## config.mk

```make
export PLATFORM = sky130hd
export DESIGN_NAME = hnoc
export DESIGN_NICKNAME = d
export VERILOG_FILES = /design/src/rtl/hnoc_pkg.sv /design/src/rtl/hnoc_in_fifo.sv /design/src/rtl/hnoc.sv
export SDC_FILE = /design/constraint.sdc
export NUM_CORES = 1
export LEC_CHECK = 0
export BUFFER_PORTS_ARGS = -buffer_cell sky130_fd_sc_hd__buf_4
export CORE_ASPECT_RATIO = 1.2
export CORE_MARGIN = 4
export CORE_UTILIZATION = 35
export DETAILED_ROUTE_END_ITERATION = 10
export SLEW_MARGIN = 5
export SYNTH_ARGS = -nofsm -noshare
export SYNTH_HDL_FRONTEND = slang
export SYNTH_HIERARCHICAL = 1
export SYNTH_SLANG_ARGS = --single-unit
```

## constraint.sdc

```tcl
create_clock -name clk -period 3.7 [get_ports clk]
set_clock_uncertainty 0.05 [all_clocks]
set_input_delay 0.74 -clock clk [delete_from_list [all_inputs] [get_ports clk]]
set_output_delay 0.74 -clock clk [all_outputs]
set_load 0.05 [all_outputs]
```

## src/rtl/hnoc_pkg.sv

```systemverilog
// Shared constants, flit layout and field helpers for the hnoc four-port switch.
package hnoc_pkg;

    localparam int NUM_PE   = 4;
    localparam int DATA_W   = 32;
    localparam int DEST_MSB = 31;
    localparam int DEST_LSB = 30;
    localparam int SRC_MSB  = 29;
    localparam int SRC_LSB  = 28;

    typedef struct packed {
        logic [1:0]  dest;
        logic [1:0]  src;
        logic [27:0] payload;
    } flit_t;

    function automatic logic [1:0] flit_dest(input logic [DATA_W-1:0] flit);
        return flit[DEST_MSB:DEST_LSB];
    endfunction

endpackage

```

## src/rtl/hnoc_in_fifo.sv

```systemverilog
// Per-input synchronous FIFO for hnoc; full is registered and doubles as the
// inverted input-ready, so it is held high through reset.
module hnoc_in_fifo #(
    parameter int DATA_W = 32,
    parameter int DEPTH  = 4
) (
    input  logic              clk,
    input  logic              rst,
    input  logic              push_i,
    input  logic              pop_i,
    input  logic [DATA_W-1:0] data_i,
    output logic [DATA_W-1:0] head_o,
    output logic              full_o,
    output logic              empty_o
);

    localparam int          AW       = (DEPTH > 1) ? $clog2(DEPTH) : 1;
    localparam logic [AW:0] FULL_CNT = (AW+1)'(DEPTH);
    localparam logic [AW:0] CNT_ONE  = (AW+1)'(1);

    logic [DATA_W-1:0] mem_q [DEPTH];
    logic [AW-1:0]     wr_ptr_q, rd_ptr_q;
    logic [AW:0]       count_q, count_d;
    logic              full_q;
    logic              push_ok, pop_ok;

    assign push_ok = push_i && !full_q;
    assign pop_ok  = pop_i && (count_q != '0);

    always_comb begin
        count_d = count_q;
        if (push_ok && !pop_ok) begin
            count_d = count_q + CNT_ONE;
        end else if (pop_ok && !push_ok) begin
            count_d = count_q - CNT_ONE;
        end
    end

    // A pop on a full edge frees a slot, but the input only reopens one cycle later.
    always_ff @(posedge clk) begin
        if (rst) begin
            wr_ptr_q <= '0;
            rd_ptr_q <= '0;
            count_q  <= '0;
            full_q   <= 1'b1;
        end else begin
            if (push_ok) wr_ptr_q <= wr_ptr_q + AW'(1);
            if (pop_ok)  rd_ptr_q <= rd_ptr_q + AW'(1);
            count_q <= count_d;
            full_q  <= (count_d == FULL_CNT);
        end
    end

    always_ff @(posedge clk) begin
        if (push_ok) begin
            mem_q[wr_ptr_q] <= data_i;
        end
    end

    assign head_o  = mem_q[rd_ptr_q];
    assign full_o  = full_q;
    assign empty_o = (count_q == '0);

endmodule

```

## src/rtl/hnoc.sv

```systemverilog
// hnoc: four-port single-flit switch, per-input FIFOs, per-output round-robin and output register.
// Define HNOC_PKT_COUNT_EN to add o_rx_count, the wrapping total of delivered flits.
module hnoc #(
    parameter int DATA_W     = hnoc_pkg::DATA_W,
    parameter int FIFO_DEPTH = 4
) (
    input  logic              clk,
    input  logic              rst,
    input  logic [DATA_W-1:0] i_pe_data0,
    input  logic [DATA_W-1:0] i_pe_data1,
    input  logic [DATA_W-1:0] i_pe_data2,
    input  logic [DATA_W-1:0] i_pe_data3,
    input  logic              i_pe_data_valid0,
    input  logic              i_pe_data_valid1,
    input  logic              i_pe_data_valid2,
    input  logic              i_pe_data_valid3,
    output logic              o_pe_data_ready0,
    output logic              o_pe_data_ready1,
    output logic              o_pe_data_ready2,
    output logic              o_pe_data_ready3,
    output logic [DATA_W-1:0] o_pe_data0,
    output logic [DATA_W-1:0] o_pe_data1,
    output logic [DATA_W-1:0] o_pe_data2,
    output logic [DATA_W-1:0] o_pe_data3,
    output logic              o_pe_data_valid0,
    output logic              o_pe_data_valid1,
    output logic              o_pe_data_valid2,
    output logic              o_pe_data_valid3,
    input  logic              i_pe_data_ready0,
    input  logic              i_pe_data_ready1,
    input  logic              i_pe_data_ready2,
    input  logic              i_pe_data_ready3
`ifdef HNOC_PKT_COUNT_EN
    ,
    output logic [31:0]       o_rx_count
`endif
);

    import hnoc_pkg::*;

    logic [DATA_W-1:0] in_data    [NUM_PE];
    logic [NUM_PE-1:0] in_valid;
    logic [NUM_PE-1:0] out_ready;
    logic [DATA_W-1:0] head       [NUM_PE];
    logic [NUM_PE-1:0] fifo_full, fifo_empty, fifo_pop;

    logic [DATA_W-1:0] out_data_q [NUM_PE];
    logic [DATA_W-1:0] out_data_d [NUM_PE];
    logic [NUM_PE-1:0] out_valid_q, out_valid_d;
    logic [1:0]        rr_ptr_q   [NUM_PE];
    logic [1:0]        rr_ptr_d   [NUM_PE];

    logic              found;
    logic [1:0]        sel, cand;

    assign in_data[0] = i_pe_data0;
    assign in_data[1] = i_pe_data1;
    assign in_data[2] = i_pe_data2;
    assign in_data[3] = i_pe_data3;
    assign in_valid   = {i_pe_data_valid3, i_pe_data_valid2, i_pe_data_valid1, i_pe_data_valid0};
    assign out_ready  = {i_pe_data_ready3, i_pe_data_ready2, i_pe_data_ready1, i_pe_data_ready0};

    for (genvar g = 0; g < NUM_PE; g++) begin : g_in
        hnoc_in_fifo #(
            .DATA_W (DATA_W),
            .DEPTH  (FIFO_DEPTH)
        ) u_fifo (
            .clk     (clk),
            .rst     (rst),
            .push_i  (in_valid[g]),
            .pop_i   (fifo_pop[g]),
            .data_i  (in_data[g]),
            .head_o  (head[g]),
            .full_o  (fifo_full[g]),
            .empty_o (fifo_empty[g])
        );
    end

    // Each head has one destination, so at most one output pops a given FIFO.
    always_comb begin
        fifo_pop    = '0;
        out_valid_d = out_valid_q;
        found       = 1'b0;
        sel         = '0;
        cand        = '0;
        for (int m = 0; m < NUM_PE; m++) begin
            out_data_d[m] = out_data_q[m];
            rr_ptr_d[m]   = rr_ptr_q[m];
            found         = 1'b0;
            sel           = rr_ptr_q[m];
            for (int k = 1; k <= NUM_PE; k++) begin
                cand = rr_ptr_q[m] + 2'(k);
                if (!found && !fifo_empty[cand] && (flit_dest(head[cand]) == 2'(m))) begin
                    found = 1'b1;
                    sel   = cand;
                end
            end
            if (!out_valid_q[m] || out_ready[m]) begin
                out_valid_d[m] = found;
                if (found) begin
                    out_data_d[m] = head[sel];
                    rr_ptr_d[m]   = sel;
                    fifo_pop[sel] = 1'b1;
                end
            end
        end
    end

    always_ff @(posedge clk) begin
        if (rst) begin
            out_valid_q <= '0;
            for (int m = 0; m < NUM_PE; m++) begin
                out_data_q[m] <= '0;
                rr_ptr_q[m]   <= 2'(NUM_PE - 1);
            end
        end else begin
            out_valid_q <= out_valid_d;
            for (int m = 0; m < NUM_PE; m++) begin
                out_data_q[m] <= out_data_d[m];
                rr_ptr_q[m]   <= rr_ptr_d[m];
            end
        end
    end

    assign o_pe_data_ready0 = !fifo_full[0];
    assign o_pe_data_ready1 = !fifo_full[1];
    assign o_pe_data_ready2 = !fifo_full[2];
    assign o_pe_data_ready3 = !fifo_full[3];
    assign o_pe_data0       = out_data_q[0];
    assign o_pe_data1       = out_data_q[1];
    assign o_pe_data2       = out_data_q[2];
    assign o_pe_data3       = out_data_q[3];
    assign o_pe_data_valid0 = out_valid_q[0];
    assign o_pe_data_valid1 = out_valid_q[1];
    assign o_pe_data_valid2 = out_valid_q[2];
    assign o_pe_data_valid3 = out_valid_q[3];

`ifdef HNOC_PKT_COUNT_EN
    logic [31:0] rx_count_q, rx_count_d;

    always_comb begin
        rx_count_d = rx_count_q;
        for (int m = 0; m < NUM_PE; m++) begin
            rx_count_d = rx_count_d + 32'(out_valid_q[m] & out_ready[m]);
        end
    end

    always_ff @(posedge clk) begin
        if (rst) begin
            rx_count_q <= '0;
        end else begin
            rx_count_q <= rx_count_d;
        end
    end

    assign o_rx_count = rx_count_q;
`endif

endmodule

```

==> results.yml <==
outcome:
  status: "complete, no violations"
critical_path:
  cp_max_fo: 60
  cp_slowest_cell: "buf_4"
  r2r_cells: 7
  crit_family: "multiplexers"
  crit_cells: 7
  critPathLaunchType: "flip-flop"
  slowest_delay_ns: 0.85
  endpoint_kind: "flip-flop"
  worstPathArrival_ns: 3.97
  criticalPathCategory: "flip-flop to flip-flop"
  cp_num_buf_inv: 1
  required_ns: 4.12
  path_cells: "mux4_2 -> or3b_1 -> o221a_2 -> a21oi_4 -> buf_4 -> mux2i_1 -> o221ai_1"
clocking:
  cts_made_buffers: 73
  cts_tree: "yes"
  cts_sinks: 692
  clock_path_buffers: 3
  clockRootBuffer: "clkbuf_16"
  hold_buffers: 0
  cts_max_level: 3
  clk_latency_ns: 0.61
  clk_pin_slew_ns: 0.06
routing:
  antenna_left: 0
  first_pass_iters: 6
  viasPerCell: 5.425
  drc: 0
  wire_per_inst_um: 26.49
  vias: 18020
  wl_um: 87990
  drt_iter0_markers: 1803
pwr:
  vdd_drop_max_mv: 0.6844
  p_leak_nw: 12.67
  power_density_nw_per_um2: 819.7
logic_synthesis:
  synth_enable_flop_cells: 512
  synthSimpleGateAreaFrac_pct: 6.261
  synth_ff_type: "edfxtp_1"
  synth_nets: 2011
  ys_types: 76
  ys_seq_elements: 692
  async_flop_share_pct: 0
  syn_area_um2: 29510
  yosysSeqAreaShare_pct: 64.30
  synth_compound_area_share_pct: 7.936
  synthMuxAreaShare_pct: 16.24
  synthCells: 1845
  yosys_warnings: 6
  syn_area_per_cell_um2: 16.00
  synth_top_family_by_area: "multiplexers"
  synthXorXnorAreaFrac_pct: 0.6359
  synthAdderAreaFrac_pct: 1.187
flow_run:
  maxCapViolations: 0
die:
  start_util_pct: 35.37
  die_h_um: 326.1
  die-area_um2: 89060
  die_x_um: 273.1
  fp.coreArea_um2: 83460
  std_cell_rows: 116
  io_pins: 274
grt:
  grt_pass1_wl_um: 126800
  antenna_found_initial: 7
  grt_max_degree: 62
  grt_pass1_vias: 18550
  grt_overflow: 0
  grt_usage_pct: 19.33
sta:
  hold_violations: 0
  slew_viol_final: 0
  grt_setup_unrepaired: "false"
  timing.hold.ws_ns: 0.2838
  setup_violations: 0
  max_freq_mhz: 281.7
  max-slew-margin-rel_pct: 24.06
  fin_crit_sh_pct: 95.93
  period_minus_slack_ns: 3.550
  tightest_slew_ns: 1.139
place:
  dp_cells: 3185
  gp_congestion: 0.9040
  io_buffers: 273
  dp_hpwl_um: 62290
final_layout:
  syn_to_final_growth_pct: 18.93
  fin_cells: 3322
  drive_above_1_share_pct: 29.74
  final_nets: 2305
worst_hold_path:
  min-delay-path-class: "input port to flip-flop"
  min_path_cells: 1
## final cells by class
cell class	count	area, um2
inverter	31	116.4
tap	1121	1403
clock buffer	96	2038
clock inverter	36	277.8
timing repair buffer	348	2633
fill	7500	48350
antenna	5	12.51
sequential	692	18980
multi-input combinational	993	9637
## stage by stage
stage | util (%) | setup TNS (ns) | setup WS (ns) | total power, mW | cell area [um2]
6_report | 42.06 | 0 | 0.1504 | 28.77 | 35100
5_1_grt | 42.05 | 0 | 0.005423 | 30.05 | 35090
4_1_cts | 42.00 | 0 | 0.01781 | 28.87 | 35050
3_5_place_dp | 39.22 | -0.006645 | -0.006645 | 21.70 | 32730
3_3_place_gp | 39.22 | 0 | 0.05864 | 21.36 | 32730
2_1_floorplan | - | 0 | 0.1127 | 18.21 | 29510
## flip-flops by register name, indices dropped and copies added (netlist names), named ones only
name and flops:
out_valid_q 4, g_in.u_fifo/rd_ptr_q 8, g_in.u_fifo/mem_q 512, g_in.u_fifo/full_o 4, rr_ptr_q 8, g_in.u_fifo/wr_ptr_q 8
out_data_q 128, g_in.u_fifo/count_q 12
## power by group
group | leakage [nW] | internal [mW] | total, mW | switching (mW)
logic | 5.43 | 4.31 | 11.7 | 7.35
clock network | 1.12 | 4.15 | 7.13 | 2.98
registers | 6.13 | 9.28 | 9.98 | 0.699
## metal layers
| metal | up-vias | share of wire, % | global-route usage (%) |
|---|---|---|---|
| met5 | - | 0.014 | 0 |
| met4 | 2 | 2.9 | 6.176 |
| met3 | 120 | 7.1 | 4.560 |
| met2 | 690 | 52 | 34.36 |
| met1 | 9237 | 38 | 23.13 |
| li1 | 7974 | - | - |
## worst paths after layout
check                                              endpoint  slack, ns         startpoint
worst max register to register            out_data_q[1][19]       0.15          flip-flop
worst min-delay path            g_in[2].u_fifo/mem_q[1][24]       0.28     i_pe_data2[24]
worst max-delay path                      out_data_q[1][19]       0.15          flip-flop
worst min register to register            out_data_q[1][30]       0.40  out_data_q[1][30]
## cell families after synthesis
| group | count (synthesis) |
|---|---|
| flops | 692 |
| simple gates | 339 |
| compound gates | 292 |
| fa+ha+maj | 28 |
| xor+xnor | 18 |
| buf+inv | 160 |
| mux | 316 |
## synthesized netlist by cell type (31+ instances only)
cell	count	share of area (%)
a21oi_1	40	0.68
edfxtp_1	512	52
clkbuf_1	38	0.48
mux4_2	125	9.5
dfxtp_1	180	12
o21ai_0	35	0.59
mux2i_1	185	6.3
nand2_1	143	1.8
a211oi_2	32	1.4
o221ai_1	94	2.8
inv_1	31	0.39
nor2_1	43	0.55
buf_2	54	0.92
a211oi_1	41	1.0
## placed cells by master, fill, tap and decap left out, types with 9 or more instances in the layout
cell       count
edfxtp_1     512
mux4_2       125
clkbuf_1      15
o21ai_0       35
mux2i_1      183
a211oi_2      31
dfxtp_1      175
o221ai_1      94
nor4b_1       30
and2_1        20
clkinv_1      16
a21oi_1       39
inv_1         31
xnor2_1       10
a211oi_1      41
nor2_1        42
nor3b_1       11
buf_4        345
nand2_1      143
ha_1          26
nand2b_1      16
nor3_1         9
clkbuf_16     77
## repair_timing
item | 4_1_cts | 5_1_grt
endpoints found under the hold margin | 0 | 0
endpoints found under the setup margin | 1 | 47
resized for setup | 1 | 10
buffers inserted | 0 | 0
No activity file was read; power rests on OpenSTA's default activity.
